==> src/rtl/busca_instrucao.sv <==
// Instruction fetch stage: latches PC, fetches over req/ack, holds word for decode.
// Optional fetch timeout enabled by defining BUSCA_TIMEOUT_EN.
module busca_instrucao #(
  parameter int ADDR_WIDTH = 14,
  parameter int DATA_WIDTH = 32,
  parameter int TIMEOUT    = 255
) (
  input  logic                  clock,
  input  logic                  reset,
  input  logic [ADDR_WIDTH-1:0] end_instrucao,
  input  logic                  flush,
  output logic                  cp_enable,
  output logic                  mem_req,
  output logic [ADDR_WIDTH-1:0] mem_addr,
  input  logic                  mem_ack,
  input  logic [DATA_WIDTH-1:0] mem_data,
  output logic [DATA_WIDTH-1:0] instrucao,
  output logic [ADDR_WIDTH-1:0] instr_end,
  output logic                  instr_valid,
  input  logic                  instr_ready,
  output logic                  erro_busca
);

  typedef enum logic [1:0] {
    OCIOSO = 2'd0,
    ESPERA = 2'd1,
    CHEIO  = 2'd2
  } estado_t;

  estado_t               r_state;
  estado_t               w_next;
  logic [ADDR_WIDTH-1:0] r_addr;
  logic [ADDR_WIDTH-1:0] w_addr_nx;
  logic                  r_desc;
  logic                  w_desc_nx;
  logic                  w_load;
  logic                  w_timeout;
  logic [DATA_WIDTH-1:0] r_instr;
  logic [ADDR_WIDTH-1:0] r_iend;

  if (TIMEOUT < 1 || TIMEOUT > 255) begin : g_bad_timeout
    $error("busca_instrucao: TIMEOUT must be 1..255");
  end

`ifdef BUSCA_TIMEOUT_EN
  localparam logic [7:0] LIM = 8'(TIMEOUT - 1);

  logic [7:0] r_cnt;
  logic       r_erro;

  // Timeout fires on the last allowed ESPERA cycle with no ack.
  assign w_timeout = (r_state == ESPERA) && !mem_ack
                     && (r_cnt == LIM);

  // Count ESPERA cycles; zero outside ESPERA so entry starts fresh.
  always_ff @(posedge clock or posedge reset) begin
    if (reset) begin
      r_cnt <= '0;
    end else if (r_state != ESPERA || w_next != ESPERA) begin
      r_cnt <= '0;
    end else begin
      r_cnt <= r_cnt + 8'd1;
    end
  end

  // Sticky error flag, only reset clears it.
  always_ff @(posedge clock or posedge reset) begin
    if (reset) begin
      r_erro <= 1'b0;
    end else if (w_timeout) begin
      r_erro <= 1'b1;
    end
  end

  assign erro_busca = r_erro;
`else
  assign w_timeout  = 1'b0;
  assign erro_busca = 1'b0;
`endif

  // Next-state, handshake outputs and PC enable.
  always_comb begin
    w_next    = r_state;
    w_addr_nx = r_addr;
    w_desc_nx = r_desc;
    w_load    = 1'b0;
    mem_req   = 1'b0;
    cp_enable = flush;
    unique case (r_state)
      OCIOSO: begin
        if (!flush) begin
          w_addr_nx = end_instrucao;
          w_next    = ESPERA;
        end
      end
      ESPERA: begin
        mem_req   = 1'b1;
        cp_enable = flush | (mem_ack & ~r_desc);
        if (mem_ack) begin
          if (r_desc || flush) begin
            w_desc_nx = 1'b0;
            w_next    = OCIOSO;
          end else begin
            w_load = 1'b1;
            w_next = CHEIO;
          end
        end else if (w_timeout) begin
          w_desc_nx = 1'b0;
          w_next    = OCIOSO;
        end else if (flush) begin
          w_desc_nx = 1'b1;
        end
      end
      CHEIO: begin
        if (flush) begin
          w_next = OCIOSO;
        end else if (instr_ready) begin
          w_addr_nx = end_instrucao;
          w_next    = ESPERA;
        end
      end
      default: begin
        w_next    = OCIOSO;
        w_desc_nx = 1'b0;
      end
    endcase
  end

  // Control state: FSM, request address and discard flag.
  always_ff @(posedge clock or posedge reset) begin
    if (reset) begin
      r_state <= OCIOSO;
      r_addr  <= '0;
      r_desc  <= 1'b0;
    end else begin
      r_state <= w_next;
      r_addr  <= w_addr_nx;
      r_desc  <= w_desc_nx;
    end
  end

  // Hold the accepted word and its address for decode.
  always_ff @(posedge clock or posedge reset) begin
    if (reset) begin
      r_instr <= '0;
      r_iend  <= '0;
    end else if (w_load) begin
      r_instr <= mem_data;
      r_iend  <= r_addr;
    end
  end

  assign mem_addr    = r_addr;
  assign instrucao   = r_instr;
  assign instr_end   = r_iend;
  assign instr_valid = (r_state == CHEIO);

endmodule

==> config.mk <==
export PLATFORM = sky130hd
export DESIGN_NAME = busca_instrucao
export DESIGN_NICKNAME = d
export VERILOG_FILES = /design/src/rtl/busca_instrucao.sv
export SDC_FILE = /design/constraint.sdc
export NUM_CORES = 1
export LEC_CHECK = 0
export ABC_AREA = 1
export CORE_ASPECT_RATIO = 0.9
export CORE_UTILIZATION = 41
export CTS_CLUSTER_DIAMETER = 80
export CTS_CLUSTER_SIZE = 12
export DETAILED_ROUTE_END_ITERATION = 12
export PLACE_DENSITY = 0.8
export SLEW_MARGIN = 30
export SYNTH_ARGS = -nofsm -noshare
export SYNTH_HDL_FRONTEND = slang
export SYNTH_SLANG_ARGS = --single-unit
==> constraint.sdc <==
create_clock -name clock -period 2.2 [get_ports clock]
set_input_delay 0.33 -clock clock [delete_from_list [all_inputs] [get_ports clock]]
set_output_delay 0.33 -clock clock [all_outputs]
set_load 0.1 [all_outputs]
# Word level (Yosys, flattened, before mapping)
# Index checks and enable logic that the tools add are counted.
# totals
in_bits	51
out_inout_bits	64
ff_bits	63
# op_classes
n_bitwise	4
muxes	19
reduce_logical	7
eq_ne	9
# ops
op	count
14-bit two-way mux	3
14-bit one-hot mux with 2 select lines	1
2-bit two-way mux	5
1-bit two-way mux	8
2-bit != test, second input constant	3
3-bit != test, second input constant	2
2-bit one-hot mux with 3 select lines	1
3-bit AND reduction	2
4-bit AND reduction	1
3-bit by 2-bit != test with 1-bit output, second input constant	1
2-bit by 1-bit equality test with 1-bit output, second input constant	1
2-bit equality test, second input constant	1
2-bit zero test	1
2-bit by 1-bit != test with 1-bit output, second input constant	1
1-bit inverter	2
1-bit one-hot mux with 2 select lines	1
2-bit nonzero test	1
2-bit OR reduction	1
1-bit bitwise AND	1
1-bit logical OR	1
1-bit OR	1

# Depth between registers and ports, before layout
# Gate-level depths: netlist (run 1).
# logic_depth
depth_word	4
ltp_mapped	7
depth_no_buf	6

# Worst setup path after synthesis (run 1)
# Ideal clock, no wire load.
# synth_timing
path_type	register -> register
start	register r_state[1]
end	register r_state[1]
setup_time_ns	0.080
t_arrival_ns	1.993
path_stages_with_launch	5
synth_period_minus_slack_ns	2.073
setup_slack_ns	0.127
cell_sequence	dfrtp_1 > inv_1 > nor2_1 > nand2_1 > o21ai_1
# synth_between
elab_chain_len	3
# synth_lines
item	line	source
start: declaration	30	estado_t r_state;
start signal: assignment	136	r_state <= w_next;
2-bit equality test *	-	
net instr_valid	19	output logic instr_valid,
3-bit by 2-bit != test with 1-bit output (no source line)	-	
3-bit AND reduction (no source line)	-	
# Mark *: on every way through the listed nets, which the timed path passes. The rest lies on a longest branch.
# A chain may end at the register's enable or synchronous reset.

# Worst setup path after layout (run 1)
# layout_timing
start	input mem_ack
end	output cp_enable
# layout_between
elab_chain_len	3
# layout_lines
item	line	source
start: declaration	15	input logic mem_ack,
1-bit bitwise AND	98	cp_enable = flush | (mem_ack & ~r_desc);
1-bit OR	98	
1-bit two-way mux	89	unique case (r_state)
end: declaration	12	output logic cp_enable,
# No other way between the ends.

==> impl_metrics.tcl, run 1 <==
set metrics [dict create \
    status "finished clean" \
    clockBufferDepth 2 \
    yosysWarningCount 0 \
    cts.repair_timing.setup_buffer_count 0 \
    mostFrequentLayoutCells "dfrtp_1 (63), buf_4 (62), nand2_1 (54), clkdlybuf4s50_1 (50), inv_1 (49)" \
    synth_area_sq_mm 0.00257 \
    relSlewSlack_pct 55.0 \
    cp_slowest_stage_delay_ns 0.55 \
    mostFrequentLayoutCell "dfrtp_1" \
    final_util_pct 62.9 \
    crit_start "mem_ack" \
    synth_top_family_by_area "compound AO/OA/AOI/OAI gates" \
    crit_required_ns 1.87 \
    synthSimpleGateAreaFrac_pct 11.7 \
    drt-total-wl_microns 5540 \
    worstSkewPairLatency_ns 0.34 \
    synth_cells 268 \
    gp_congestion 0.704 \
    grt_pass1_wl_microns 9070 \
    yosysUniqueCellTypes 16 \
    tightest_slew_ns 0.673 \
    synth.area.mux_share_pct 0 \
    port-buffer-count 113 \
    die_h_microns 77.2 \
    reg2reg_from "r_state[1]$_DFFE_PP0P_" \
    area_delta_synth_final_pct 48.6 \
    ys_seq_elements 63 \
    min_period_ns 1.76 \
    post_cts_resized 0 \
    rrSetupSlack_ns 0.79 \
    cts_root_buffer "clkbuf_8" \
    cp_top_family "buffers and inverters" \
    synth_compound_area_share_pct 15.0 \
    vias 2078 \
    hold_violations 0 \
    drtIter0Drc 123 \
    antenna_found_initial 0 \
    finalSetupViolCount 0 \
    io_pins 115 \
    critPathKind "primary input to output port" \
    fmax_mhz 568 \
    route.detailed.drc 0 \
    r2r_end "mem_addr[3]$_DFFE_PP0P_" \
    seq_area_frac_synth_pct 61.2 \
    worstSetupEndpointType "output port" \
    dieArea_sq_mm 0.00660 \
    maxSlewViolCount 0 \
    fin_crit_sh_pct 80.0 \
    maxCapViolCount 0 \
    core_sq_mm 0.00608 \
    path_clk_slew_ns 0.07 \
    die_x_microns 85.5 \
    regArea_sq_mm 0.00158 \
    track_usage_pct 18.0 \
    n_fill_cell 521 \
    syn-num-nets 319 \
    dp_cells 441 \
    stdcell_count 457 \
    cp_common_cell "nand2_1" \
    grt_setup_unrepaired "false" \
    cts_tree "built" \
    wl_per_cell_microns 12.1 \
    r2r_cells 4 \
    skew_ns 0.00611 \
    dp.final_hpwl_microns 3840 \
    numClockSinks 63 \
    viasPerCell 4.55 \
    numCtsBuffers 9 \
    cts_hold_buf 0 \
    setup-tns-final_ns 0 \
    hold_ws_ns 0.339 \
    path_max_fanout 3 \
    avgSynthCellArea_sq_um 9.61 \
    cp.arrival_ns 1.43 \
    htree_levels 3 \
    startpoint_type "primary input" \
    synth_fa_ha_area_share_pct 0 \
    grt_max_degree 95 \
    hp-class "primary input to asynchronous set/reset pin" \
    synth_xor_area_share_pct 0 \
    drive_gt1_share_pct 27.3 \
    critical_path_buf_inv_count 3 \
    fin_nets 431 \
    firstDrtPassIters 6 \
    path_cells "clkdlybuf4s50_1 > inv_1 > nor2_1 > nand2_1 > nand2_1 > buf_12" \
    cp_slowest_cell "clkdlybuf4s50_1" \
    grt_pass1_vias 1975 \
    rows 27 \
    multiInputGateArea_sq_um 711 \
    antenna_left 0 \
    initial_core_util_pct 42.3 \
    antenna_cells 0 \
    gr-total-overflow 0 \
]
-- sequential cells by signal, summed over array words and instances (netlist names) --
signal and flops:
mem_addr 14, instrucao 32, r_desc 1, instr_end 14, r_state 2
-- per-stage QoR --
stage	area, sq um	setup WS [ns]
2_1_floorplan	2570	0.127
3_3_place_gp	3590	0.328
3_5_place_dp	3590	0.233
4_1_cts	3820	0.448
5_1_grt	3830	0.355
6_report	3830	0.439
-- area by class of cell --
cell class / instances / share of cell area, %
clock buffer: 10 / 3.60
clock inverter: 6 / 2.45
tap: 72 / 2.35
multi-input combinational: 140 / 18.6
sequential: 63 / 41.2
timing repair buffer: 115 / 26.8
inverter: 51 / 5.00
-- kinds of logic (layout without fill, tap and decap cells) --
logic type | Yosys count | count (layout)
other | 1 | 1
AOI/OAI and AO/OA | 63 | 63
buffers and inverters | 65 | 182
DFF | 63 | 63
and+or+nand+nor | 76 | 76
-- Yosys cell counts (all sizes together) --
cell,number,area share (%)
buf,11,4.0
nand2,54,7.9
o21ai,48,12
a21oi,15,2.9
clkbuf,3,0.44
nand4,1,0.24
dfrtp,63,61
conb,1,0.15
nand3,1,0.39
nor2,20,3.2
inv,51,7.4
-- worst max-delay path by stage --
stage,slack [ns],to,depth (start not counted)
after floorplan,0.13,r_state[1]$_DFFE_PP0P_,4
after global placement,0.33,mem_addr[8]$_DFFE_PP0P_,3
after detailed placement,0.23,mem_addr[7]$_DFFE_PP0P_,3
after CTS,0.45,cp_enable,6
after global routing,0.36,cp_enable,6
final,0.44,cp_enable,6
-- worst reg2reg max path, cell delays in order, from the launching register on --
cell and delay (ns):
dfrtp_1 0.39, inv_1 0.12, o21ai_4 0.56, nor2_1 0.10
a21oi_1 0.17
-- layer usage --
metal | routed length (microns) | GRT usage [%] | vias to the layer above
met5 | 0 | 0 | -
met4 | 134 | 7.33 | 0
met3 | 409 | 7.53 | 13
met2 | 2600 | 27.8 | 75
met1 | 2390 | 22.3 | 944
li1 | - | - | 1046
Power of run 1 is not shown: default switching activity piles up to over one toggle a cycle in this logic, so the estimate is an artifact.
==> run 2, diff against run 1 <==
- CORE_UTILIZATION: 41 -> 37
- PLACE_DENSITY: 0.8 -> 0.76
- clock period: 2.2 -> 1.4 ns (I/O delays scaled with it)
==> run 2 against run 1 <==
Effect of this change:
- the flow now finishes with violations (setup timing)
- critical path depth fell by 2
- final cell count rose by 6.1%
- sequential share of layout area fell by 7.7 points
- first-iteration DRC count fell by 17%
- non-clock buffer count rose by 10
- global-route usage rose by 0.19 points
- register-to-register slack got worse by 0.67 ns
- clock skew barely moved
- die area rose by 11%
- utilization rose by 7.8 points
- critical path type is now flop to output port
==> impl_metrics.tcl, run 2 (same netlist as run 1, synthesis figures left out) <==
set metrics [dict create \
    fin_nets 441 \
    dp.final_hpwl_microns 4680 \
    initial_core_util_pct 38.7 \
    cts_tree "built" \
    hold_violations 0 \
    numCtsBuffers 9 \
    hp-class "primary input to asynchronous set/reset pin" \
    gp_congestion 0.714 \
    cts_hold_buf 0 \
    htree_levels 3 \
    core_sq_mm 0.00666 \
    r2r_cells 6 \
    grt_pass1_vias 2201 \
    path_clk_slew_ns 0.06 \
    drt-total-wl_microns 6160 \
    maxSlewViolCount 0 \
    die_h_microns 81.1 \
    area_delta_synth_final_pct 82.9 \
    antenna_left 0 \
    finalSetupViolCount 1 \
    die_x_microns 89.9 \
    fin_crit_sh_pct 100 \
    grt_setup_unrepaired "true" \
    worstSetupEndpointType "output port" \
    antenna_found_initial 0 \
    drtIter0Drc 102 \
    cp_slowest_cell "dfrtp_1" \
    antenna_cells 0 \
    hold_ws_ns 0.279 \
    cp_slowest_stage_delay_ns 0.41 \
    final_cell_area_sq_mm 0.00471 \
    grt_pass1_wl_microns 10100 \
    maxCapViolCount 0 \
    largest_reg_flops 32 \
    rows 28 \
    skew_ns 0.00594 \
    track_usage_pct 18.2 \
    crit_required_ns 1.19 \
    cp.arrival_ns 1.20 \
    status "finished with violations" \
    place_area_sq_mm 0.00448 \
    rrSetupSlack_ns 0.12 \
    path_max_fanout 3 \
    fmax_mhz 711 \
    numClockSinks 63 \
    critPathKind "flop to output port" \
    wl_per_cell_microns 12.7 \
    min_period_ns 1.41 \
    drive_gt1_share_pct 31.4 \
    violations "setup timing" \
    mostFrequentLayoutCells "buf_12 (67), dfrtp_1 (63), inv_1 (49), clkdlybuf4s50_1 (49), nand2_1 (45)" \
    route.detailed.drc 0 \
    reg2reg_from "r_state[1]$_DFFE_PP0P_" \
    firstDrtPassIters 4 \
    gr-total-overflow 0 \
    grt_max_degree 57 \
    clockBufferDepth 2 \
    worstSkewPairLatency_ns 0.33 \
    cts_root_buffer "clkbuf_8" \
    crit_start "r_state[1]$_DFFE_PP0P_" \
    r2r_end "instr_end[1]$_DFFE_PP0P_" \
    dieArea_sq_mm 0.00730 \
    port-buffer-count 113 \
    mostFrequentLayoutCell "buf_12" \
    startpoint_type "flop" \
    viasPerCell 4.33 \
    vias 2098 \
    io_pins 115 \
    finalWorstSetupSlack_ns -0.00640 \
    path_cells "nor2_4 > nand2_1 > nand2_2 > buf_12" \
]
==> run 2: cell types whose count changed in the layout (fill, tap and decap cells not counted), sizes merged <==
cell and delta:
dlygate4sd2 +1, clkbuf +2, buf +10, inv -1
clkdlybuf4s50 -1, bufinv -1
==> run 2: what timing repair did <==
item                                   4_1_cts  5_1_grt
resized for setup                            2        1
setup buffers                                3        1
pin swaps                                    2        1
setup endpoints to repair                    3        3
endpoints found under the hold margin        0        0
==> run 2: how the worst max path moves through the flow <==
stage                                      endpoint  slack, ns  cells past startpoint
final                                     cp_enable     -0.006                      4
after global routing                      cp_enable      -0.07                      4
after CTS                                 cp_enable      -0.02                      5
after detailed placement  instrucao[11]$_DFFE_PP0P_      -0.07                      6
after global placement                    cp_enable      -0.04                      6
after floorplan                           cp_enable      -0.32                      4
==> run 2: area by class of cell <==
cell class,instances,area [sq um]
flip-flops and latches,63,1580
well taps,90,113
multi-input cells,140,736
inverters,51,195
fillers,482,1950
clock inverters,4,45.0
repair buffers,125,1900
clock buffers,12,145
==> run 2: worst max-delay path, delay by kind of cell (launching register included) <==
| kind | cells | cell delay [ns] |
|---|---|---|
| buf+inv | 1 | 0.17 |
| flops | 1 | 0.41 |
| simple gates | 3 | 0.29 |
==> run 2: metrics by stage <==
| step | utilization [%] | TNS (ns) | setup WS (ns) | std cells |
|---|---|---|---|---|
| 6_report | 70.8 | -0.00640 | -0.00640 | 485 |
| 3_5_place_dp | 67.4 | -2.32 | -0.0681 | 465 |
| 5_1_grt | 70.8 | -0.160 | -0.0660 | 485 |
| 3_3_place_gp | 67.4 | -1.23 | -0.0377 | 465 |
| 2_1_floorplan | - | -14.31 | -0.316 | 268 |
| 4_1_cts | 70.6 | -0.0351 | -0.0250 | 484 |
==> run 2: per-layer routing <==
layer | track usage, % | wire length, microns
met1 | 20.7 | 2580
met2 | 32.4 | 3150
met3 | 6.37 | 376
met4 | 6.29 | 57
met5 | 0 | 0
Power of run 2 is left out for the same reason.
